==> src/rtl/uart_frame_tx_if.sv <==
// Word handshake into the UART frame transmitter: master offers tx_data/tx_valid,
// slave answers with tx_ready.
interface uart_frame_tx_if #(
    parameter int unsigned MSG_BITS = 8
) ();
    logic [MSG_BITS-1:0] tx_data;
    logic                tx_valid;
    logic                tx_ready;

    modport master (output tx_data, output tx_valid, input tx_ready);
    modport slave  (input tx_data, input tx_valid, output tx_ready);
endinterface

==> src/rtl/uart_frame_tx.sv <==
// UART frame transmitter: FIFO-buffered words sent as start, LSB-first data, stop.
// Optional macro UART_TX_GUARD_EN adds GUARD_BITS of extra idle-high line after each stop bit.
module uart_frame_tx #(
    parameter int unsigned CLK_FREQ   = 100_000_000,
    parameter int unsigned BAUD_RATE  = 38400,
    parameter int unsigned DIV_SAMPLE = 8,
    parameter int unsigned MSG_BITS   = 8,  // MESSAGE_SIZE of the paired receiver
    parameter int unsigned FIFO_DEPTH = 4
`ifdef UART_TX_GUARD_EN
    ,
    parameter int unsigned GUARD_BITS = 1
`endif
) (
    input  logic                        clk,
    input  logic                        rst,
    uart_frame_tx_if.slave              tx,
    output logic                        TxD,
    output logic                        busy,
    output logic [$clog2(FIFO_DEPTH):0] fifo_count
);
    // Same integer-division order as the receiver so both ends agree on the bit period.
    localparam int unsigned BIT_CYCLES = (CLK_FREQ / (BAUD_RATE * DIV_SAMPLE)) * DIV_SAMPLE;
    localparam int unsigned CycW       = (BIT_CYCLES > 1) ? $clog2(BIT_CYCLES) : 1;
    localparam int unsigned PtrW       = (FIFO_DEPTH > 1) ? $clog2(FIFO_DEPTH) : 1;
    localparam int unsigned CntW       = $clog2(FIFO_DEPTH) + 1;

    typedef enum logic [2:0] {
        StIdle,
        StStart,
        StData,
        StStop
`ifdef UART_TX_GUARD_EN
        ,
        StGuard
`endif
    } state_e;

    state_e              state_q, state_d;
    logic [CycW-1:0]     cyc_q, cyc_d;
    logic [3:0]          bit_q, bit_d;
    logic [MSG_BITS-1:0] sh_q, sh_d;
    logic                txd_q, txd_d;
    logic                tail_q;
    logic [PtrW-1:0]     wr_ptr_q, rd_ptr_q;
    logic [CntW-1:0]     count_q, count_d;
    logic [MSG_BITS-1:0] mem_q [FIFO_DEPTH];
    logic                push, pop, end_bit, frame_done;

    assign tx.tx_ready = (count_q != CntW'(FIFO_DEPTH));
    assign push        = tx.tx_valid && tx.tx_ready;
    assign end_bit     = (cyc_q == CycW'(BIT_CYCLES - 1));
    assign count_d     = count_q + CntW'(push) - CntW'(pop);
    assign TxD         = txd_q;
    assign fifo_count  = count_q;
    // tail_q covers the final stop-bit clock, since TxD trails the state by one edge.
    assign busy        = (state_q != StIdle) || (count_q != '0) || tail_q;

    always_comb begin
        state_d    = state_q;
        cyc_d      = cyc_q;
        bit_d      = bit_q;
        sh_d       = sh_q;
        pop        = 1'b0;
        frame_done = 1'b0;
        case (state_q)
            StIdle: begin
                if (count_q != '0) begin
                    pop     = 1'b1;
                    sh_d    = mem_q[rd_ptr_q];
                    cyc_d   = '0;
                    bit_d   = '0;
                    state_d = StStart;
                end
            end
            StStart: begin
                if (end_bit) begin
                    cyc_d   = '0;
                    state_d = StData;
                end else cyc_d = cyc_q + 1'b1;
            end
            StData: begin
                if (end_bit) begin
                    cyc_d = '0;
                    sh_d  = sh_q >> 1;
                    bit_d = bit_q + 1'b1;
                    if (bit_q == 4'(MSG_BITS - 1)) state_d = StStop;
                end else cyc_d = cyc_q + 1'b1;
            end
            StStop: begin
                if (end_bit) begin
                    cyc_d = '0;
`ifdef UART_TX_GUARD_EN
                    bit_d   = '0;
                    state_d = StGuard;
`else
                    frame_done = 1'b1;
`endif
                end else cyc_d = cyc_q + 1'b1;
            end
`ifdef UART_TX_GUARD_EN
            StGuard: begin
                if (end_bit) begin
                    cyc_d = '0;
                    bit_d = bit_q + 1'b1;
                    if (bit_q == 4'(GUARD_BITS - 1)) frame_done = 1'b1;
                end else cyc_d = cyc_q + 1'b1;
            end
`endif
            default: state_d = StIdle;
        endcase
        // Chain straight into the next start bit when a word is waiting.
        if (frame_done) begin
            if (count_q != '0) begin
                pop     = 1'b1;
                sh_d    = mem_q[rd_ptr_q];
                bit_d   = '0;
                state_d = StStart;
            end else begin
                state_d = StIdle;
            end
        end
    end

    always_comb begin
        txd_d = 1'b1;
        case (state_q)
            StStart: txd_d = 1'b0;
            StData:  txd_d = sh_q[0];
            default: txd_d = 1'b1;
        endcase
    end

    always_ff @(posedge clk or posedge rst) begin
        if (rst) begin
            state_q  <= StIdle;
            cyc_q    <= '0;
            bit_q    <= '0;
            sh_q     <= '0;
            txd_q    <= 1'b1;
            tail_q   <= 1'b0;
            wr_ptr_q <= '0;
            rd_ptr_q <= '0;
            count_q  <= '0;
        end else begin
            state_q  <= state_d;
            cyc_q    <= cyc_d;
            bit_q    <= bit_d;
            sh_q     <= sh_d;
            txd_q    <= txd_d;
            tail_q   <= (state_q != StIdle);
            count_q  <= count_d;
            if (push) wr_ptr_q <= wr_ptr_q + 1'b1;
            if (pop)  rd_ptr_q <= rd_ptr_q + 1'b1;
        end
    end

    always_ff @(posedge clk) begin
        if (push) mem_q[wr_ptr_q] <= tx.tx_data;
    end
endmodule

==> src/flat_wrapper.sv <==
// flat-port wrapper written by rule: the top's interface ports become plain ports
module uart_frame_tx_flat 
#(
    parameter int unsigned CLK_FREQ   = 100_000_000,
    parameter int unsigned BAUD_RATE  = 38400,
    parameter int unsigned DIV_SAMPLE = 8,
    parameter int unsigned MSG_BITS   = 8,                                        
    parameter int unsigned FIFO_DEPTH = 4

)
  (clk, rst, TxD, busy, fifo_count, tx_tx_data, tx_tx_valid, tx_tx_ready);
  uart_frame_tx_if #(.MSG_BITS(MSG_BITS)) tx_i ();
  input  logic clk;
  input  logic rst;
  output logic TxD;
  output logic busy;
  output logic [$clog2(FIFO_DEPTH):0] fifo_count;
  input wire logic [$bits(tx_i.tx_data)-1:0] tx_tx_data;
  input wire logic [$bits(tx_i.tx_valid)-1:0] tx_tx_valid;
  output wire logic [$bits(tx_i.tx_ready)-1:0] tx_tx_ready;
  assign tx_i.tx_data = tx_tx_data;
  assign tx_i.tx_valid = tx_tx_valid;
  assign tx_tx_ready = tx_i.tx_ready;
  uart_frame_tx #(.CLK_FREQ(CLK_FREQ), .BAUD_RATE(BAUD_RATE), .DIV_SAMPLE(DIV_SAMPLE), .MSG_BITS(MSG_BITS), .FIFO_DEPTH(FIFO_DEPTH)) u_core (.clk(clk), .rst(rst), .tx(tx_i), .TxD(TxD), .busy(busy), .fifo_count(fifo_count));
endmodule
==> config.mk <==
export PLATFORM = sky130hd
export DESIGN_NAME = uart_frame_tx_flat
export DESIGN_NICKNAME = d
export VERILOG_FILES = /design/src/rtl/uart_frame_tx_if.sv /design/src/rtl/uart_frame_tx.sv /design/src/flat_wrapper.sv
export SDC_FILE = /design/constraint.sdc
export NUM_CORES = 1
export LEC_CHECK = 0
export ABC_AREA = 1
export CORE_AREA = 5 5 83 85
export CTS_BUF_LIST = sky130_fd_sc_hd__clkbuf_8
export DETAILED_ROUTE_END_ITERATION = 6
export DIE_AREA = 0 0 88 90
export PLACE_DENSITY = 0.78
export SLEW_MARGIN = 20
export SYNTH_ARGS = -nofsm -noshare
export SYNTH_HDL_FRONTEND = slang
export SYNTH_SLANG_ARGS = --single-unit
==> constraint.sdc <==
create_clock -name clk -period 3.15 [get_ports clk]
set_input_delay 0.63 -clock clk [delete_from_list [all_inputs] [get_ports clk]]
set_output_delay 0.63 -clock clk [all_outputs]
set_load 0.02 [all_outputs]
==> impl_metrics.prom <==
# TYPE chip_impl_metric gauge
chip_impl_metric{name="power",unit="W"} 0.00345
chip_impl_info{name="layout.cells.most_common_list",value="nand2_1 (100), inv_1 (53), nor2_1 (36)"} 1
chip_impl_metric{name="clkSinkCount",unit=""} 67
chip_impl_metric{name="ctsHoldBuffers",unit=""} 0
chip_impl_metric{name="hpwlAfterDp",unit="um"} 4700
chip_impl_metric{name="first_iter_violations",unit=""} 128
chip_impl_info{name="worst_setup_path_end_kind",value="primary output"} 1
chip_impl_metric{name="synth.yosys.warnings",unit=""} 0
chip_impl_metric{name="period_needed",unit="ns"} 2.97
chip_impl_metric{name="synth_edf_count",unit=""} 32
chip_impl_metric{name="arrival",unit="ns"} 2.34
chip_impl_metric{name="antennaDiodeCount",unit=""} 0
chip_impl_metric{name="total_nets_final",unit=""} 444
chip_impl_metric{name="setup_tns",unit="ns"} 0
chip_impl_info{name="rsz0062_at_grt",value="no"} 1
chip_impl_metric{name="route.vias.total",unit=""} 2562
chip_impl_info{name="status",value="complete, no violations"} 1
chip_impl_info{name="tritoncts_clock_tree",value="built"} 1
chip_impl_metric{name="antenna_found_initial",unit=""} 0
chip_impl_info{name="start_kind",value="flip-flop"} 1
chip_impl_metric{name="number_of_antenna_violating_nets_in_the_routed_design",unit=""} 0
chip_impl_metric{name="core_area",unit="sq um"} 6130
chip_impl_metric{name="drt_pass1_iterations",unit=""} 4
chip_impl_metric{name="grt_max_degree",unit=""} 36
chip_impl_info{name="critical_path_class",value="flip-flop to primary output"} 1
chip_impl_metric{name="globalRouteOverflowTotal",unit=""} 0
chip_impl_metric{name="detail_route.wl_per_cell",unit="um"} 13.3
chip_impl_info{name="final_common_cell",value="nand2_1"} 1
chip_impl_metric{name="layout-drive-gt1-share",unit="%"} 11.1
chip_impl_metric{name="final.setup_skew",unit="ns"} 0.00568
chip_impl_info{name="worst_path_max_delay_cell",value="clkdlybuf4s50_1"} 1
chip_impl_info{name="hold_path.class",value="flip-flop to flip-flop"} 1
chip_impl_metric{name="synth_seq_area_share",unit="%"} 52.1
chip_impl_metric{name="floorplan.die_area",unit="sq um"} 7920
chip_impl_metric{name="final-max-slew-violation-count",unit=""} 0
chip_impl_metric{name="min_period_over_period",unit="%"} 94.3
chip_impl_metric{name="cts_max_path_buffers",unit=""} 2
chip_impl_info{name="clock-root-buffer",value="clkbuf_8"} 1
chip_impl_metric{name="setup_viol",unit=""} 0
chip_impl_metric{name="netlist_area",unit="sq um"} 3520
chip_impl_metric{name="async_reset_ff_share",unit="%"} 52.2
chip_impl_metric{name="setup_ws",unit="ns"} 0.181
chip_impl_metric{name="crit_path_max_incr_delay",unit="ns"} 0.54
chip_impl_metric{name="power.ir.vdd_worst",unit="V"} 0.000501
chip_impl_metric{name="synth_to_layout_area_growth",unit="%"} 12.8
chip_impl_metric{name="row_cnt",unit=""} 29
chip_impl_metric{name="route.detailed.drc",unit=""} 0
chip_impl_metric{name="routed_via_density",unit=""} 5.13
chip_impl_metric{name="cts_setup_buffers",unit=""} 0
chip_impl_metric{name="power-per-cell-area",unit="nW/um^2"} 868
chip_impl_metric{name="hold_violations",unit=""} 0
chip_impl_metric{name="synth_register_bits",unit=""} 67
chip_impl_metric{name="wl",unit="um"} 6620
chip_impl_metric{name="place_worst_setup_slack",unit="ns"} 0.522
chip_impl_metric{name="io_pins",unit=""} 17
chip_impl_metric{name="fin_util",unit="%"} 64.8
chip_impl_metric{name="worst_pin_slew",unit="ns"} 0.791
chip_impl_metric{name="cellLeakagePower",unit="nW"} 1.86
chip_impl_metric{name="timing.max_cap.violations",unit=""} 0
chip_impl_metric{name="dieWidth",unit="um"} 88
chip_impl_metric{name="crit_fanout",unit=""} 8
chip_impl_metric{name="number_of_gates_resized_after_cts",unit=""} 0
chip_impl_metric{name="placement.io_buffers",unit=""} 16
chip_impl_metric{name="clock_pin_slew_on_the_worst_setup_and_hold_paths",unit="ns"} 0.08
chip_impl_metric{name="number_of_global_route_vias_before_repair",unit=""} 2627
chip_impl_info{name="critical_path.cell_chain",value="inv_1, ha_1, nand3_2, or2_2, clkdlybuf4s50_1"} 1
chip_impl_metric{name="cts-htree-levels",unit=""} 3
chip_impl_metric{name="initial_utilization",unit="%"} 57.5
chip_impl_metric{name="postSynthNetCount",unit=""} 420
chip_impl_metric{name="timing.slew.headroom",unit="%"} 47.1
chip_impl_info{name="synth_flop_type",value="dfrtp_1"} 1
chip_impl_metric{name="die_y",unit="um"} 90
chip_impl_metric{name="syn_inst",unit=""} 393
chip_impl_metric{name="max_freq",unit="MHz"} 337
chip_impl_metric{name="ys_types",unit=""} 40
chip_impl_metric{name="numCtsBuffers",unit=""} 9
chip_impl_metric{name="grt_usage",unit="%"} 18.8
chip_impl_metric{name="final.fill_count",unit=""} 521
chip_impl_metric{name="gp_congestion",unit=""} 0.861
chip_impl_metric{name="grt_pass1_wl",unit="um"} 11500
chip_impl_metric{name="clk_latency",unit="ns"} 0.34
chip_impl_metric{name="critical_path_required",unit="ns"} 2.52
chip_impl_metric{name="postSynthAreaPerCell",unit="sq um"} 8.97
[cell usage after synthesis (5+ instances only)]
cell type,instances,area (sq um)
nand2_1,100,375
inv_1,53,199
nor2_1,36,135
dfrtp_1,34,851
edfxtp_1,32,961
nand3_1,31,155
o21ai_0,17,85.1
ha_1,15,188
nand4_1,8,50.1
inv_2,7,26.3
a21oi_1,6,30.0
nor3_1,6,30.0
buf_2,5,25.0
[area by class of cell]
type | count | area [sq um] | area share [%]
flip-flops and latches | 67 | 1840 | 46.2
multi-input cells | 258 | 1420 | 35.7
inverters | 61 | 230 | 5.79
repair buffers | 20 | 190 | 4.78
clock buffers | 9 | 124 | 3.12
well taps | 77 | 96.3 | 2.42
clock inverters | 7 | 76.3 | 1.92
[path summary, 6_finish.rpt]
path / start / to / slack [ns] / cells after the start
hold / removal: u_core.sh_q[0] / u_core.TxD / 0.51 / 2
hold reg to reg: u_core.sh_q[0] / u_core.TxD / 0.51 / 2
min in group asynchronous: rst / u_core.fifo_count[0] / 0.68 / 3
max in group asynchronous: rst / u_core.TxD / 2.13 / 3
setup / recovery: u_core.state_q[0] / busy / 0.18 / 5
setup reg to reg: u_core.cyc_q[0] / u_core.fifo_count[2] / 0.69 / 12
[per-stage QoR]
| stage | hold WS, ns | std cells | cell area [sq um] |
|---|---|---|---|
| 3_5_place_dp | 0.491 | 483 | 3770 |
| 6_report | 0.508 | 499 | 3980 |
| 3_3_place_gp | 0.476 | 483 | 3770 |
| 2_1_floorplan | 0.453 | 393 | 3520 |
| 5_1_grt | 0.526 | 499 | 3980 |
| 4_1_cts | 0.508 | 499 | 3980 |
[critical path, delay by kind of cell (launching register included)]
family                     cells  cell delay [ns]
adders and majority gates      1             0.37
and+or+nand+nor                2             0.50
buffers and inverters          2             0.69
DFF                            1             0.44
[metal layers]
layer  vias to the layer above  global-route usage, %  routed length (um)
met2                        48                   32.2                3390
met5                         -                      0                   0
met1                      1172                   21.4                2790
li1                       1325                      -                   -
met4                         0                   9.21                 192
met3                        17                   4.57                 243
[kinds of logic after synthesis]
logic type      count (synthesis)  share of synthesized area (%)
simple gates                  197                           26.3
buf+inv                        68                           7.56
flops                          67                           52.1
compound gates                 40                           6.85
fa+ha+maj                      16                           5.89
xor+xnor                        4                          0.994
mux                             1                          0.284
[sequential cells by signal (all words and copies together), names as in the netlist]
signal and count:
u_core.mem_q 32, u_core.sh_q 8, u_core.cyc_q 12, u_core.rd_ptr_q 2
u_core.state_q 2, u_core.fifo_count 3, u_core.bit_q 4, u_core.wr_ptr_q 2
u_core.tail_q 1, u_core.TxD 1
[where the power goes]
part / internal [W] / switching, W / leakage (nW)
registers: 0.00117 / 0.000178 / 0.741
clock network: 0.000370 / 0.000350 / 0.0962
logic: 0.000492 / 0.000894 / 1.02
total: 0.00203 / 0.00142 / 1.86
No activity file was read; power rests on OpenSTA's default activity.
